`src/rtl/branch_predictor_if.sv`:
```
// branch_predictor_if: fetch lookup, resolved-branch update and perf-counter signals
// master: pipeline side (drives pcaddr and upd_*; reads psel, pPC, counters)
// slave:  predictor side (reads pcaddr and upd_*; drives psel, pPC, counters)
interface branch_predictor_if;
    logic        [31:0] pcaddr;
    logic               psel;
    logic        [31:0] pPC;
    logic               upd_en;
    logic        [31:0] upd_pc;
    logic               upd_taken;
    logic        [31:0] upd_target;
    logic               upd_pred;
    logic        [31:0] br_cnt;
    logic        [31:0] misp_cnt;
    modport master (
        output pcaddr, upd_en, upd_pc, upd_taken, upd_target, upd_pred,
        input  psel, pPC, br_cnt, misp_cnt
    );
    modport slave (
        input  pcaddr, upd_en, upd_pc, upd_taken, upd_target, upd_pred,
        output psel, pPC, br_cnt, misp_cnt
    );
endinterface

```
`src/rtl/branch_predictor.sv`:
```
// branch_predictor: direct-mapped BTB with 2-bit direction counters and perf counters
// CLK, nRST (async, active-low); bus.slave: pcaddr -> psel/pPC lookup,
// upd_* resolved-branch update, br_cnt/misp_cnt saturating counters
module branch_predictor #(
    parameter int ENTRIES = 16
) (
    input  logic CLK,
    input  logic nRST,
    branch_predictor_if.slave bus
);
    localparam int IDX = $clog2(ENTRIES);
    localparam int TW  = 32 - IDX - 2;

    logic          valid_q [ENTRIES];
    logic          valid_d [ENTRIES];
    logic [TW-1:0] tag_q   [ENTRIES];
    logic [TW-1:0] tag_d   [ENTRIES];
    logic [31:0]   target_q[ENTRIES];
    logic [31:0]   target_d[ENTRIES];
    logic [1:0]    ctr_q   [ENTRIES];
    logic [1:0]    ctr_d   [ENTRIES];
    logic [31:0]   br_cnt_q, br_cnt_d, misp_cnt_q, misp_cnt_d;

    logic [IDX-1:0] lk_idx, up_idx;
    logic [TW-1:0]  lk_tag, up_tag;
    logic           lk_hit, up_hit;
    logic [1:0]     up_ctr;

    assign lk_idx = bus.pcaddr[IDX+1:2];
    assign lk_tag = bus.pcaddr[31:IDX+2];
    assign up_idx = bus.upd_pc[IDX+1:2];
    assign up_tag = bus.upd_pc[31:IDX+2];

    // lookup reads registered state only, so a same-cycle update is not bypassed
    assign lk_hit = valid_q[lk_idx] && tag_q[lk_idx] == lk_tag;
    assign up_hit = valid_q[up_idx] && tag_q[up_idx] == up_tag;
    assign up_ctr = ctr_q[up_idx];

    assign bus.psel     = lk_hit & ctr_q[lk_idx][1];
    assign bus.pPC      = bus.psel ? target_q[lk_idx] : bus.pcaddr + 32'd4;
    assign bus.br_cnt   = br_cnt_q;
    assign bus.misp_cnt = misp_cnt_q;

    always_comb begin
        valid_d    = valid_q;
        tag_d      = tag_q;
        target_d   = target_q;
        ctr_d      = ctr_q;
        br_cnt_d   = br_cnt_q;
        misp_cnt_d = misp_cnt_q;
        if (bus.upd_en) begin
            if (up_hit) begin
                ctr_d[up_idx] = bus.upd_taken ? (up_ctr == 2'b11 ? up_ctr : up_ctr + 2'd1)
                                              : (up_ctr == 2'b00 ? up_ctr : up_ctr - 2'd1);
                if (bus.upd_taken)
                    target_d[up_idx] = bus.upd_target;
            end else if (bus.upd_taken) begin
                // taken miss replaces whatever occupies the slot, starting weakly taken
                valid_d[up_idx]  = 1'b1;
                tag_d[up_idx]    = up_tag;
                target_d[up_idx] = bus.upd_target;
                ctr_d[up_idx]    = 2'b10;
            end
            br_cnt_d   = br_cnt_q == '1 ? br_cnt_q : br_cnt_q + 32'd1;
            misp_cnt_d = (bus.upd_pred != bus.upd_taken && misp_cnt_q != '1) ? misp_cnt_q + 32'd1
                                                                              : misp_cnt_q;
        end
    end

    always_ff @(posedge CLK or negedge nRST) begin
        if (!nRST) begin
            for (int i = 0; i < ENTRIES; i++) begin
                valid_q[i]  <= 1'b0;
                tag_q[i]    <= '0;
                target_q[i] <= '0;
                ctr_q[i]    <= 2'b01;
            end
            br_cnt_q   <= '0;
            misp_cnt_q <= '0;
        end else begin
            valid_q    <= valid_d;
            tag_q      <= tag_d;
            target_q   <= target_d;
            ctr_q      <= ctr_d;
            br_cnt_q   <= br_cnt_d;
            misp_cnt_q <= misp_cnt_d;
        end
    end
endmodule

```
`src/flat_wrapper.sv`:
```
// flat-port wrapper written by rule: the top's interface ports become plain ports
module branch_predictor_flat 
#(
    parameter int ENTRIES = 16
)
  (CLK, nRST, bus_pcaddr, bus_upd_en, bus_upd_pc, bus_upd_taken, bus_upd_target, bus_upd_pred, bus_psel, bus_pPC, bus_br_cnt, bus_misp_cnt);
  branch_predictor_if bus_i ();
  input  logic CLK;
  input  logic nRST;
  input wire logic [$bits(bus_i.pcaddr)-1:0] bus_pcaddr;
  input wire logic [$bits(bus_i.upd_en)-1:0] bus_upd_en;
  input wire logic [$bits(bus_i.upd_pc)-1:0] bus_upd_pc;
  input wire logic [$bits(bus_i.upd_taken)-1:0] bus_upd_taken;
  input wire logic [$bits(bus_i.upd_target)-1:0] bus_upd_target;
  input wire logic [$bits(bus_i.upd_pred)-1:0] bus_upd_pred;
  output wire logic [$bits(bus_i.psel)-1:0] bus_psel;
  output wire logic [$bits(bus_i.pPC)-1:0] bus_pPC;
  output wire logic [$bits(bus_i.br_cnt)-1:0] bus_br_cnt;
  output wire logic [$bits(bus_i.misp_cnt)-1:0] bus_misp_cnt;
  assign bus_i.pcaddr = bus_pcaddr;
  assign bus_i.upd_en = bus_upd_en;
  assign bus_i.upd_pc = bus_upd_pc;
  assign bus_i.upd_taken = bus_upd_taken;
  assign bus_i.upd_target = bus_upd_target;
  assign bus_i.upd_pred = bus_upd_pred;
  assign bus_psel = bus_i.psel;
  assign bus_pPC = bus_i.pPC;
  assign bus_br_cnt = bus_i.br_cnt;
  assign bus_misp_cnt = bus_i.misp_cnt;
  branch_predictor #(.ENTRIES(ENTRIES)) u_core (.CLK(CLK), .nRST(nRST), .bus(bus_i));
endmodule
```
`config.mk`:
```
export PLATFORM = sky130hd
export DESIGN_NAME = branch_predictor_flat
export DESIGN_NICKNAME = d
export VERILOG_FILES = /design/src/rtl/branch_predictor_if.sv /design/src/rtl/branch_predictor.sv /design/src/flat_wrapper.sv
export SDC_FILE = /design/constraint.sdc
export NUM_CORES = 2
export LEC_CHECK = 0
export CORE_AREA = 2 2 349 351
export CTS_CLUSTER_DIAMETER = 40
export CTS_CLUSTER_SIZE = 8
export DETAILED_ROUTE_END_ITERATION = 10
export DIE_AREA = 0 0 351 353
export SLEW_MARGIN = 20
export SYNTH_ARGS = -nofsm -noshare
export SYNTH_HDL_FRONTEND = slang
export SYNTH_SLANG_ARGS = --single-unit
```
`constraint.sdc`:
```
create_clock -name CLK -period 10 [get_ports CLK]
set_clock_uncertainty 0.2 [all_clocks]
set_input_delay 3 -clock CLK [delete_from_list [all_inputs] [get_ports CLK]]
set_output_delay 3 -clock CLK [all_outputs]
set_load 0.01 [all_outputs]
```
==> key figures <==
Worst setup path
  – R2r worst-path depth: 11
  – Most used cell, CP: buf_4
  – RR Endpoint: u_core.tag_q[346]
  – WS Path Type: primary input to output pin
  – Slowest stage cell, crit path: clkdlybuf4s50_1
  – CP Cell Sequence: buf_16 -> buf_4 -> mux4_2 -> nor2_1 -> a221oi_1 -> a21oi_2 -> buf_4 -> xor2_1 -> nand4_1 -> or4_4 -> nor3_4 -> buf_12 -> mux2_2 -> clkdlybuf4s50_1
  – Slowest stage delay, CP: 0.52 ns
  – R2R setup slack: 5.22 ns
  – FF-to-FF Start: u_core.tag_q[202]
  – CP Launch Type: primary input
  – Crit path capture type: output pin
  – Crit-path max FO: 11
  – CP arrival: roughly 6.7 ns
  – Critical Path RT: slightly below 7 ns

Min path
  – Hold EP: u_core.target_q[32]
  – Hold Path Origin: u_core.target_q[32]
  – Worst min path class: flop to flop
  – Hold depth: 2

Cells and area
  – Synth-to-Final Area Change: 17.87%
  – Commonest cells after routing, fill and taps aside: nand2_1 (1,283), dfrtp_1 (1,024), mux2_2 (393)
  – Final core utilization: around 52%
  – Most common cell after layout, fill and taps aside: nand2_1
  – Design area: between 60,000 and 70,000 um2
  – Final layout net count: 4,750
  – Share of cells above drive strength 1: between 30% and 40%

Placement
  – DP Area: ~58,000 um2
  – IO Port Bufs: ~200
  – Gpl congestion: a little under 0.9
  – Post-DP HPWL: between 100,000 and 150,000 um

Global routing
  – Pin count of the biggest net entering global routing: approximately 170
  – Initial antenna violation count: 13
  – Grt total ovfl: 0
  – All-Layer GR Usage: between 20% and 30%
  – Vias in the first global route: approximately 38,000
  – First-pass GRT wire length: approximately 260,000 um

Clocking
  – Clk pin slew, worst setup/hold paths: 0.04 ns
  – Htree depth: 4
  – CTS tree: done
  – Clock Latency Late Sink: just under 0.8 ns
  – Root Buffer: clkbuf_16
  – # hold bufs at CTS: 0
  – Number of CTS-inserted buffers: 169
  – Num Clock Sinks: 1,040
  – Maximum root-to-sink buffer count: 3

STA
  – Fin crit share: ~99%
  – Final hold vios: 0
  – Setup TNS: 0 ns
  – Hold_ws: around 0.27 ns
  – Final setup viols: 0
  – Fmax achieved: 0.1007 GHz
  – Worst rel slew slack: a little under a quarter
  – Slew @ Worst Pin: between 1 and 1.5 ns
  – Minimum clock period: between 9 and 10 ns
  – Max-slew violation count: 0

Power and ir drop
  – Worst IR Drop VDD: between 0.00015 and 0.0002 V
  – Total power: between 10 and 15 mW
  – Cell area power density: approximately 210 nW/um2
  – Leak pwr: roughly 29 nW

Detailed routing
  – Routed wire length: 174,500 um
  – Residual DRC count: 0
  – DRT Pass-1 Iters: 6
  – Antenna-violating nets left: 0
  – Routed vias/inst: about 5.9
  – Via count: roughly 38,000
  – Drt initial violations: 3,898
  – Wirelength per Cell: about 27 um

Synth
  – Mux contribution to synthesized area: about 30%
  – Syn avg cell area: 12.07 um2
  – Post-synthesis adder-cell area fraction: less than 1%
  – Sequential area share after synthesis: between 40% and 50%
  – Synth unique cells: between 70 and 80
  – Post-synthesis compound-gate area fraction: 3.351%
  – Post-synthesis instance total: 4,438
  – Ys async rst share: 100.0%
  – Synthesized area: approximately 54,000 um2
  – Prevailing post-synth register cell: dfrtp_1
  – Count of state elements after synthesis: between 1,000 and 1,500
  – Yosys warns: 0
  – Mapped Nets: 4,542
  – Post-synth EDFFs: 0
  – Simple-Gate Fraction of Synth Area: roughly an eighth
  – Largest family of logic cells by synthesized area: multiplexers
  – Post-Synth XOR/XNOR Area: under 10%

Run status
  – Status: complete, no violations

Die
  – Top-Level Pins: about 200
  – Core area: ~120,000 um2
  – Die H: 353 um
  – Row count: roughly 130
  – Die width: about 350 um
  – Starting density of the core: about 44%
  – Die ar.: 123,900 um2

Flow run
  – Max Cap Viol: 0
-- registers in the layout, indices dropped and copies added (netlist names) --
register and count:
u_core.bus.br_cnt 32, u_core.bus.misp_cnt 32, u_core.ctr_q 32, u_core.tag_q 416, u_core.target_q 512, u_core.valid_q 16
-- power by group --
| group | total (mW) | internal [mW] | switching (mW) |
|---|---|---|---|
| Sequential | 5.51 | 4.99 | 0.521 |
| Combinational | 2.36 | 1.33 | 1.03 |
| Clock | 5.47 | 3.43 | 2.04 |
| Total | 13.3 | 9.75 | 3.59 |
-- worst max-delay path by stage --
stage	start	endpoint	slack, ns	depth (start not counted)
finish	bus_pcaddr[2]	bus_pPC[14]	0.07	14
global placement	bus_pcaddr[2]	bus_pPC[7]	-0.21	15
floorplan	bus_pcaddr[2]	bus_pPC[10]	0.41	10
global route	bus_pcaddr[2]	bus_pPC[0]	-0.04	15
detailed placement	bus_pcaddr[2]	bus_pPC[6]	-0.24	15
CTS	bus_pcaddr[2]	bus_pPC[8]	-0.06	12
-- stage by stage --
step / cells / worst slack (ns)
2_1_floorplan: 4438 / 0.4097
6_report: 6373 / 0.06880
4_1_cts: 6365 / -0.06363
3_5_place_dp: 6094 / -0.2361
3_3_place_gp: 6094 / -0.2091
5_1_grt: 6370 / -0.04497
-- layout make-up --
| class | count | area (um2) |
|---|---|---|
| fill | 10380 | 57450 |
| sequential | 1040 | 26050 |
| multi-input combinational | 3032 | 26020 |
| clock buffer | 225 | 4692 |
| timing repair buffer | 378 | 3715 |
| tap | 1625 | 2033 |
| clock inverter | 43 | 534.3 |
| inverter | 25 | 96.34 |
| antenna | 5 | 12.51 |
-- kinds of logic (layout without fill, tap and decap cells) --
family,Yosys count,after routing
other cells,0,5
simple gates,1595,1595
buf+inv,366,671
compound gates,252,252
xor+xnor,140,140
fa+ha+maj,4,4
flops,1040,1040
mux,1041,1041
-- Yosys cell counts (6+ instances only) --
library cell  count  share of area (%)
a211oi_1          9               0.13
buf_6            26               0.55
o22ai_1          10               0.12
nor2b_1           9               0.11
mux2_4          190                5.3
o211ai_1         11               0.15
nor2_2            6              0.070
xnor2_1          91                1.5
xor2_1           49               0.80
and3_1           11               0.13
a21o_1           18               0.25
nand3_1          42               0.39
nor2_8           10               0.37
buf_4            10               0.14
nand4_1          28               0.33
clkbuf_1        230                1.6
a41oi_1          14               0.23
or2_2             7              0.082
a221oi_1         19               0.31
dfstp_2          16               0.78
mux4_2          344                 14
and2_1           10               0.12
buf_2            32               0.30
a311oi_1         15               0.25
mux2_2          393                8.3
dfrtp_1        1024                 48
nand2b_1         13               0.15
inv_1            22               0.15
o21ai_0          32               0.30
a221o_1           6               0.11
or2_1            10               0.12
a31oi_1          10               0.12
a22oi_1          25               0.35
a21oi_1          44               0.41
a22o_1            7               0.11
nor3_1           22               0.21
and4_1           12               0.20
nor2_1          102               0.71
buf_1            37               0.26
nand2_1        1299                9.1
mux2i_1         114                2.1
-- critical path: cells and delay by family --
kind | cells | cell delay [ns]
XOR/XNOR | 1 | 0.13
AO/OA/AOI/OAI | 2 | 0.27
AND/OR/NAND/NOR | 4 | 1.16
buffers and inverters | 5 | 1.20
multiplexers | 2 | 0.91
-- per-layer routing --
metal | vias to the layer above | share of wire (%) | track usage [%]
li1 | 16040 | - | -
met1 | 19770 | 42 | 39.05
met2 | 1542 | 47 | 43.80
met3 | 368 | 8.1 | 6.537
met4 | 18 | 3.4 | 10.09
met5 | - | 0.062 | 0
-- what timing repair did --
action                                  CTS  global route
pin swaps                                 4             4
cloned                                    2             1
endpoints found under the setup margin   32            22
resized for setup                        28            13
setup buffers                             1             2
No activity file was read; power rests on OpenSTA's default activity.
